===== config.mk =====
export PLATFORM = sky130hd
export DESIGN_NAME = cond_wb_pipe_flat
export DESIGN_NICKNAME = d
export VERILOG_FILES = /design/src/rtl/cond_wb_pipe_if.sv /design/src/rtl/cond_wb_pipe.sv /design/src/flat_wrapper.sv
export SDC_FILE = /design/constraint.sdc
export NUM_CORES = 1
export LEC_CHECK = 0
export ABC_AREA = 1
export ABC_CLOCK_PERIOD_IN_PS = 2300
export CAP_MARGIN = 0
export CORE_MARGIN = 8
export CORE_UTILIZATION = 30
export DETAILED_ROUTE_END_ITERATION = 16
export PLACE_DENSITY = 0.52
export SLEW_MARGIN = 20
export SYNTH_ARGS = -nofsm -noshare
export SYNTH_HDL_FRONTEND = slang
export SYNTH_SLANG_ARGS = --single-unit

===== constraint.sdc =====
create_clock -name clk -period 2.3 [get_ports clk]
set_input_delay 0.69 -clock clk [delete_from_list [all_inputs] [get_ports clk]]
set_output_delay 0.69 -clock clk [all_outputs]
set_load 0.05 [all_outputs]

===== src/rtl/cond_wb_pipe_if.sv =====
`default_nettype none
// ---------------------------------------------------------------------------
// cond_wb_pipe_if : execute-side bus of the conditional writeback unit
// Rev 1.0
// ---------------------------------------------------------------------------
interface cond_wb_pipe_if #(
  parameter int OPW = 4
);
  logic           adv;
  logic           flush;
  logic           ex_valid;
  logic [OPW-1:0] ex_opcode;
  logic [1:0]     ex_funct;
  logic           ex_wb_in;
  logic           ex_c_wr;
  logic           ex_z_wr;
  logic           ex_c_new;
  logic           ex_z_new;
  logic           ex_wb_out;
  logic           eff_c;
  logic           eff_z;
  logic           cm_valid;
  logic           cm_wb;
  logic           c_flag;
  logic           z_flag;

  modport master (
    output adv, flush, ex_valid, ex_opcode, ex_funct, ex_wb_in,
           ex_c_wr, ex_z_wr, ex_c_new, ex_z_new,
    input  ex_wb_out, eff_c, eff_z, cm_valid, cm_wb, c_flag, z_flag
  );

  modport slave (
    input  adv, flush, ex_valid, ex_opcode, ex_funct, ex_wb_in,
           ex_c_wr, ex_z_wr, ex_c_new, ex_z_new,
    output ex_wb_out, eff_c, eff_z, cm_valid, cm_wb, c_flag, z_flag
  );
endinterface
`default_nettype wire


===== src/rtl/cond_wb_pipe.sv =====
`default_nettype none
// ---------------------------------------------------------------------------
// cond_wb_pipe : C/Z flag tracking, forwarding and conditional-writeback squash
// Rev 1.0
// ---------------------------------------------------------------------------
module cond_wb_pipe #(
  parameter int             OPW     = 4,
  parameter int             DEPTH   = 3,
  parameter logic [OPW-1:0] ADD_OP  = 4'b0000,
  parameter logic [OPW-1:0] NAND_OP = 4'b0010
) (
  input  logic              clk,
  input  logic              rst,
  cond_wb_pipe_if.slave     bus
);

  logic [DEPTH-1:0] r_v;
  logic [DEPTH-1:0] r_wb;
  logic [DEPTH-1:0] r_cw;
  logic [DEPTH-1:0] r_zw;
  logic [DEPTH-1:0] r_c;
  logic [DEPTH-1:0] r_z;
  logic             r_c_flag;
  logic             r_z_flag;

  logic w_eff_c;
  logic w_eff_z;
  logic w_family;
  logic w_sel;
  logic w_wb_out;
  logic w_cap_cw;
  logic w_cap_zw;

  // Walk oldest to youngest so the youngest pending writer overrides.
  always_comb begin
    w_eff_c = r_c_flag;
    w_eff_z = r_z_flag;
    for (int i = DEPTH - 1; i >= 0; i--) begin
      if (r_v[i] && r_cw[i]) w_eff_c = r_c[i];
      if (r_v[i] && r_zw[i]) w_eff_z = r_z[i];
    end
  end

  always_comb begin
    w_family = (bus.ex_opcode == ADD_OP) || (bus.ex_opcode == NAND_OP);
    w_sel    = w_family &&
               (((bus.ex_funct == 2'b10) && !w_eff_c) ||
                ((bus.ex_funct == 2'b01) && !w_eff_z));
    w_wb_out = bus.ex_valid & bus.ex_wb_in & ~w_sel;
    w_cap_cw = bus.ex_valid & bus.ex_c_wr  & ~w_sel;
    w_cap_zw = bus.ex_valid & bus.ex_z_wr  & ~w_sel;
  end

  always_ff @(posedge clk or posedge rst) begin
    if (rst) begin
      r_v      <= '0;
      r_wb     <= '0;
      r_cw     <= '0;
      r_zw     <= '0;
      r_c      <= '0;
      r_z      <= '0;
      r_c_flag <= 1'b0;
      r_z_flag <= 1'b0;
    end else if (bus.adv) begin
      if (r_v[DEPTH-1]) begin
        if (r_cw[DEPTH-1]) r_c_flag <= r_c[DEPTH-1];
        if (r_zw[DEPTH-1]) r_z_flag <= r_z[DEPTH-1];
      end
      // A flushed slot shifts forward as a bubble.
      for (int i = 1; i < DEPTH; i++) begin
        r_v[i]  <= r_v[i-1]  & ~bus.flush;
        r_wb[i] <= r_wb[i-1] & ~bus.flush;
        r_cw[i] <= r_cw[i-1];
        r_zw[i] <= r_zw[i-1];
        r_c[i]  <= r_c[i-1];
        r_z[i]  <= r_z[i-1];
      end
      r_v[0]  <= bus.ex_valid & ~bus.flush;
      r_wb[0] <= w_wb_out     & ~bus.flush;
      r_cw[0] <= w_cap_cw     & ~bus.flush;
      r_zw[0] <= w_cap_zw     & ~bus.flush;
      r_c[0]  <= bus.ex_c_new;
      r_z[0]  <= bus.ex_z_new;
    end else if (bus.flush) begin
      for (int i = 0; i < DEPTH - 1; i++) begin
        r_v[i]  <= 1'b0;
        r_wb[i] <= 1'b0;
      end
    end
  end

  assign bus.ex_wb_out = w_wb_out;
  assign bus.eff_c     = w_eff_c;
  assign bus.eff_z     = w_eff_z;
  assign bus.cm_valid  = r_v[DEPTH-1];
  assign bus.cm_wb     = r_v[DEPTH-1] & r_wb[DEPTH-1];
  assign bus.c_flag    = r_c_flag;
  assign bus.z_flag    = r_z_flag;

endmodule
`default_nettype wire


===== src/flat_wrapper.sv =====
// flat-port wrapper written by rule: the top's interface ports become plain ports
module cond_wb_pipe_flat 
#(
  parameter int             OPW     = 4,
  parameter int             DEPTH   = 3,
  parameter logic [OPW-1:0] ADD_OP  = 4'b0000,
  parameter logic [OPW-1:0] NAND_OP = 4'b0010
)
  (clk, rst, bus_adv, bus_flush, bus_ex_valid, bus_ex_opcode, bus_ex_funct, bus_ex_wb_in, bus_ex_c_wr, bus_ex_z_wr, bus_ex_c_new, bus_ex_z_new, bus_ex_wb_out, bus_eff_c, bus_eff_z, bus_cm_valid, bus_cm_wb, bus_c_flag, bus_z_flag);
  cond_wb_pipe_if #(.OPW(OPW)) bus_i ();
  input  logic clk;
  input  logic rst;
  input wire logic [$bits(bus_i.adv)-1:0] bus_adv;
  input wire logic [$bits(bus_i.flush)-1:0] bus_flush;
  input wire logic [$bits(bus_i.ex_valid)-1:0] bus_ex_valid;
  input wire logic [$bits(bus_i.ex_opcode)-1:0] bus_ex_opcode;
  input wire logic [$bits(bus_i.ex_funct)-1:0] bus_ex_funct;
  input wire logic [$bits(bus_i.ex_wb_in)-1:0] bus_ex_wb_in;
  input wire logic [$bits(bus_i.ex_c_wr)-1:0] bus_ex_c_wr;
  input wire logic [$bits(bus_i.ex_z_wr)-1:0] bus_ex_z_wr;
  input wire logic [$bits(bus_i.ex_c_new)-1:0] bus_ex_c_new;
  input wire logic [$bits(bus_i.ex_z_new)-1:0] bus_ex_z_new;
  output wire logic [$bits(bus_i.ex_wb_out)-1:0] bus_ex_wb_out;
  output wire logic [$bits(bus_i.eff_c)-1:0] bus_eff_c;
  output wire logic [$bits(bus_i.eff_z)-1:0] bus_eff_z;
  output wire logic [$bits(bus_i.cm_valid)-1:0] bus_cm_valid;
  output wire logic [$bits(bus_i.cm_wb)-1:0] bus_cm_wb;
  output wire logic [$bits(bus_i.c_flag)-1:0] bus_c_flag;
  output wire logic [$bits(bus_i.z_flag)-1:0] bus_z_flag;
  assign bus_i.adv = bus_adv;
  assign bus_i.flush = bus_flush;
  assign bus_i.ex_valid = bus_ex_valid;
  assign bus_i.ex_opcode = bus_ex_opcode;
  assign bus_i.ex_funct = bus_ex_funct;
  assign bus_i.ex_wb_in = bus_ex_wb_in;
  assign bus_i.ex_c_wr = bus_ex_c_wr;
  assign bus_i.ex_z_wr = bus_ex_z_wr;
  assign bus_i.ex_c_new = bus_ex_c_new;
  assign bus_i.ex_z_new = bus_ex_z_new;
  assign bus_ex_wb_out = bus_i.ex_wb_out;
  assign bus_eff_c = bus_i.eff_c;
  assign bus_eff_z = bus_i.eff_z;
  assign bus_cm_valid = bus_i.cm_valid;
  assign bus_cm_wb = bus_i.cm_wb;
  assign bus_c_flag = bus_i.c_flag;
  assign bus_z_flag = bus_i.z_flag;
  cond_wb_pipe #(.OPW(OPW), .DEPTH(DEPTH), .ADD_OP(ADD_OP), .NAND_OP(NAND_OP)) u_core (.clk(clk), .rst(rst), .bus(bus_i));
endmodule

==> out/qor.txt <==
synthesized area per cell: 7.72 um^2
status: finished, final reports clean
WL final: 2010 um
post-synth top area share: 51.9%
Worst-path clk slew: 110 ps
crit path DAT: 1540 ps
Fin. Hold Viols: 0
Pint: 0.545 mW
Async S/R FF share, synth: 100%
pin count of the biggest net entering global routing: 14
vias in the first global route: 773
largest cells by area after synthesis: dfrtp_1, nand2_1, o21ai_1
Pwr Total: 0.756 mW
via count: 826
Comb pwr share: 21.6%
clk root buf: clkbuf_4
diode count: 0
period utilization: 96.9%
area grow syn2layout: 40.6%
Fin Setup TNS: 0 ps
switch share: 27.9%
initial drt markers: 31
register share of total power: 52.3%
worst skew pair latency: 290 ps
type of element launching the critical path: primary input
antenna violations before repair: 0
Max Clock Freq: 449 MHz
reg2reg start: u_core.r_v[2]$_DFFE_PP0P_
FILL cells: 340
max_slew headroom: 66.9%
number of max-cap violations: 0
Die X: 72.7 um
CP startpoint: bus_ex_valid
maximum root-to-sink buffer count: 2
detailed placer's ending HPWL: 1600 um
gr usage total: 8.08%
Final setup viols: 0
CTS Buf Count: 3
Vias per Instance: 4.15
synthesized flop and latch total: 20
Synth Warn #: 0
most frequent cells in the layout: nand2_1, dfrtp_1, inv_1, o21ai_1
fin crit period: 2230 ps
Yosys top cell by area: dfrtp_1
largest family of logic cells by synthesized area: simple AND/OR/NAND/NOR gates
Core ar.: 0.00305 mm^2
Initial Utilization: 31.6%
RePlAce Congestion: 0.713
number of distinct library cells after synthesis: 17
Remaining Overflow, GRT: 0
Worst Hold Class: reg2reg
port bufs: 21
ANT nets after route: 0
Synth Instances: 125
mux share of post-synthesis cell area: 0%
critical path class: in2out
Clock Sinks: 20
Synth Area in Simple Gates: 27.2%
Nets: 172
Ports: 23
number of synthesized flops with an enable pin: 0
first-pass GRT wire length: 3340 um
DIE AREA: 0.00529 mm^2
most common cell after layout, fill and taps aside: nand2_1
average routed wire per standard cell: 10.1 um
DRT Pass-1 Iters: 4
clk_skew: 1.54 ps
Adder-Cell Fraction of Synth Area: 0%
ys flop type: dfrtp_1
Site Rows: 20
Residual DRC: 0
ratio of cells with drive above 1 in the final layout: 25.8%
sw power: 0.211 mW
Cell Area, Synth: 965 um^2
die height: 72.7 um
Worst EP required: 1610 ps
hold path startpoint: u_core.r_wb[0]$_DFFE_PP0P_
Critical Path Sink Type: output port
Worst-Margin Slew: 495 ps
clock share of power: 26.0%
H-Tree Depth: 1
post-synthesis compound-gate area fraction: 9.47%
syn_nets: 141
Synth Area in XOR/XNOR: 0%
crit-path max FO: 2
part of the Yosys area used for sequential elements: 51.9%
CTS tree: built
PwrDens: 557 mW/mm^2
Leak: 0.656 nW
fin. max-slew vios: 0
Max VDD drop: 169 uV
synth_stat cells, types with 2 or more instances:
library cell and instances:
clkinv_1 3, inv_2 5, inv_1 16, o21ai_1 14, o21ai_0 2, nand2_1 37, nand3_1 13, dfrtp_1 20
nand2_2 5, nor2_1 3
kinds of logic after synthesis:
logic type / count (synthesis)
AND/OR/NAND/NOR: 60
buffers and inverters: 27
flip-flops: 20
AO/OA/AOI/OAI: 18
worst paths after layout:
kind | end | slack, ps | depth (start not counted)
max | bus_ex_wb_out | 70 | 4
min | u_core.r_wb[0]$_DFFE_PP0P_ | 490 | 2
max reg2reg | u_core.r_zw[0]$_DFFE_PP0P_ | 970 | 11
min reg2reg | u_core.r_wb[0]$_DFFE_PP0P_ | 490 | 2
max in group asynchronous | u_core.r_v[0]$_DFFE_PP0P_ | 1190 | 3
min in group asynchronous | u_core.bus.c_flag$_DFFE_PP0P_ | 630 | 2
critical path, cell delays in order:
cell and delay [ps]:
clkdlybuf4s50_1 490, nand2_2 80, a21oi_4 110, buf_6 170
per-stage QoR:
| step | instance area (um^2) | instances | hold slack [ps] | setup slack (ps) | utilization (%) |
|---|---|---|---|---|---|
| 6_report | 1360 | 199 | 487 | 71.6 | 44.4 |
| 5_1_grt | 1360 | 199 | 528 | -24.3 | 44.4 |
| 4_1_cts | 1320 | 197 | 494 | 20.5 | 43.2 |
| 3_5_place_dp | 1280 | 193 | 465 | -112 | 41.9 |
| 3_3_place_gp | 1280 | 193 | 466 | -78.1 | 41.9 |
| 2_1_floorplan | 976 | 125 | 449 | 82.1 | - |
power by group through the flow:
stage	sequential, mW	clock [mW]	combinational [mW]
finish	0.395	0.197	0.163
global route	0.400	0.226	0.180
CTS	0.395	0.206	0.159
detailed placement	0.402	0	0.160
global placement	0.402	0	0.158
floorplan	0.410	0	0.0777
flip-flops by register name, indices dropped and copies added, names as in the netlist:
register / count
u_core.bus.c_flag: 1
u_core.r_c: 3
u_core.r_v: 3
u_core.r_cw: 3
u_core.r_zw: 3
u_core.r_wb: 3
u_core.bus.z_flag: 1
u_core.r_z: 3
routing by layer:
metal | up-vias | track usage [%] | routed length, um
met5 | - | 0 | 0
met4 | 0 | 4.67 | 37
met3 | 2 | 4.26 | 186
met2 | 20 | 11.2 | 840
met1 | 358 | 9.58 | 947
li1 | 446 | - | -
area by class of cell:
| class | instances | area (um^2) | share of cell area [%] |
|---|---|---|---|
| Multi-Input combinational cell | 78 | 390 | 28.8 |
| Clock buffer | 4 | 36.3 | 2.68 |
| Inverter | 24 | 90.1 | 6.64 |
| Tap cell | 44 | 55.1 | 4.06 |
| Timing Repair Buffer | 29 | 280 | 20.7 |
| Sequential cell | 20 | 504 | 37.2 |
timing repair:
action	CTS	global route
setup endpoints to repair	1	1
gates resized for setup	8	9
setup buffers	0	2
pin swaps	5	4
hold buffers	0	0
Note: power is estimated with default switching activity, not from simulation.
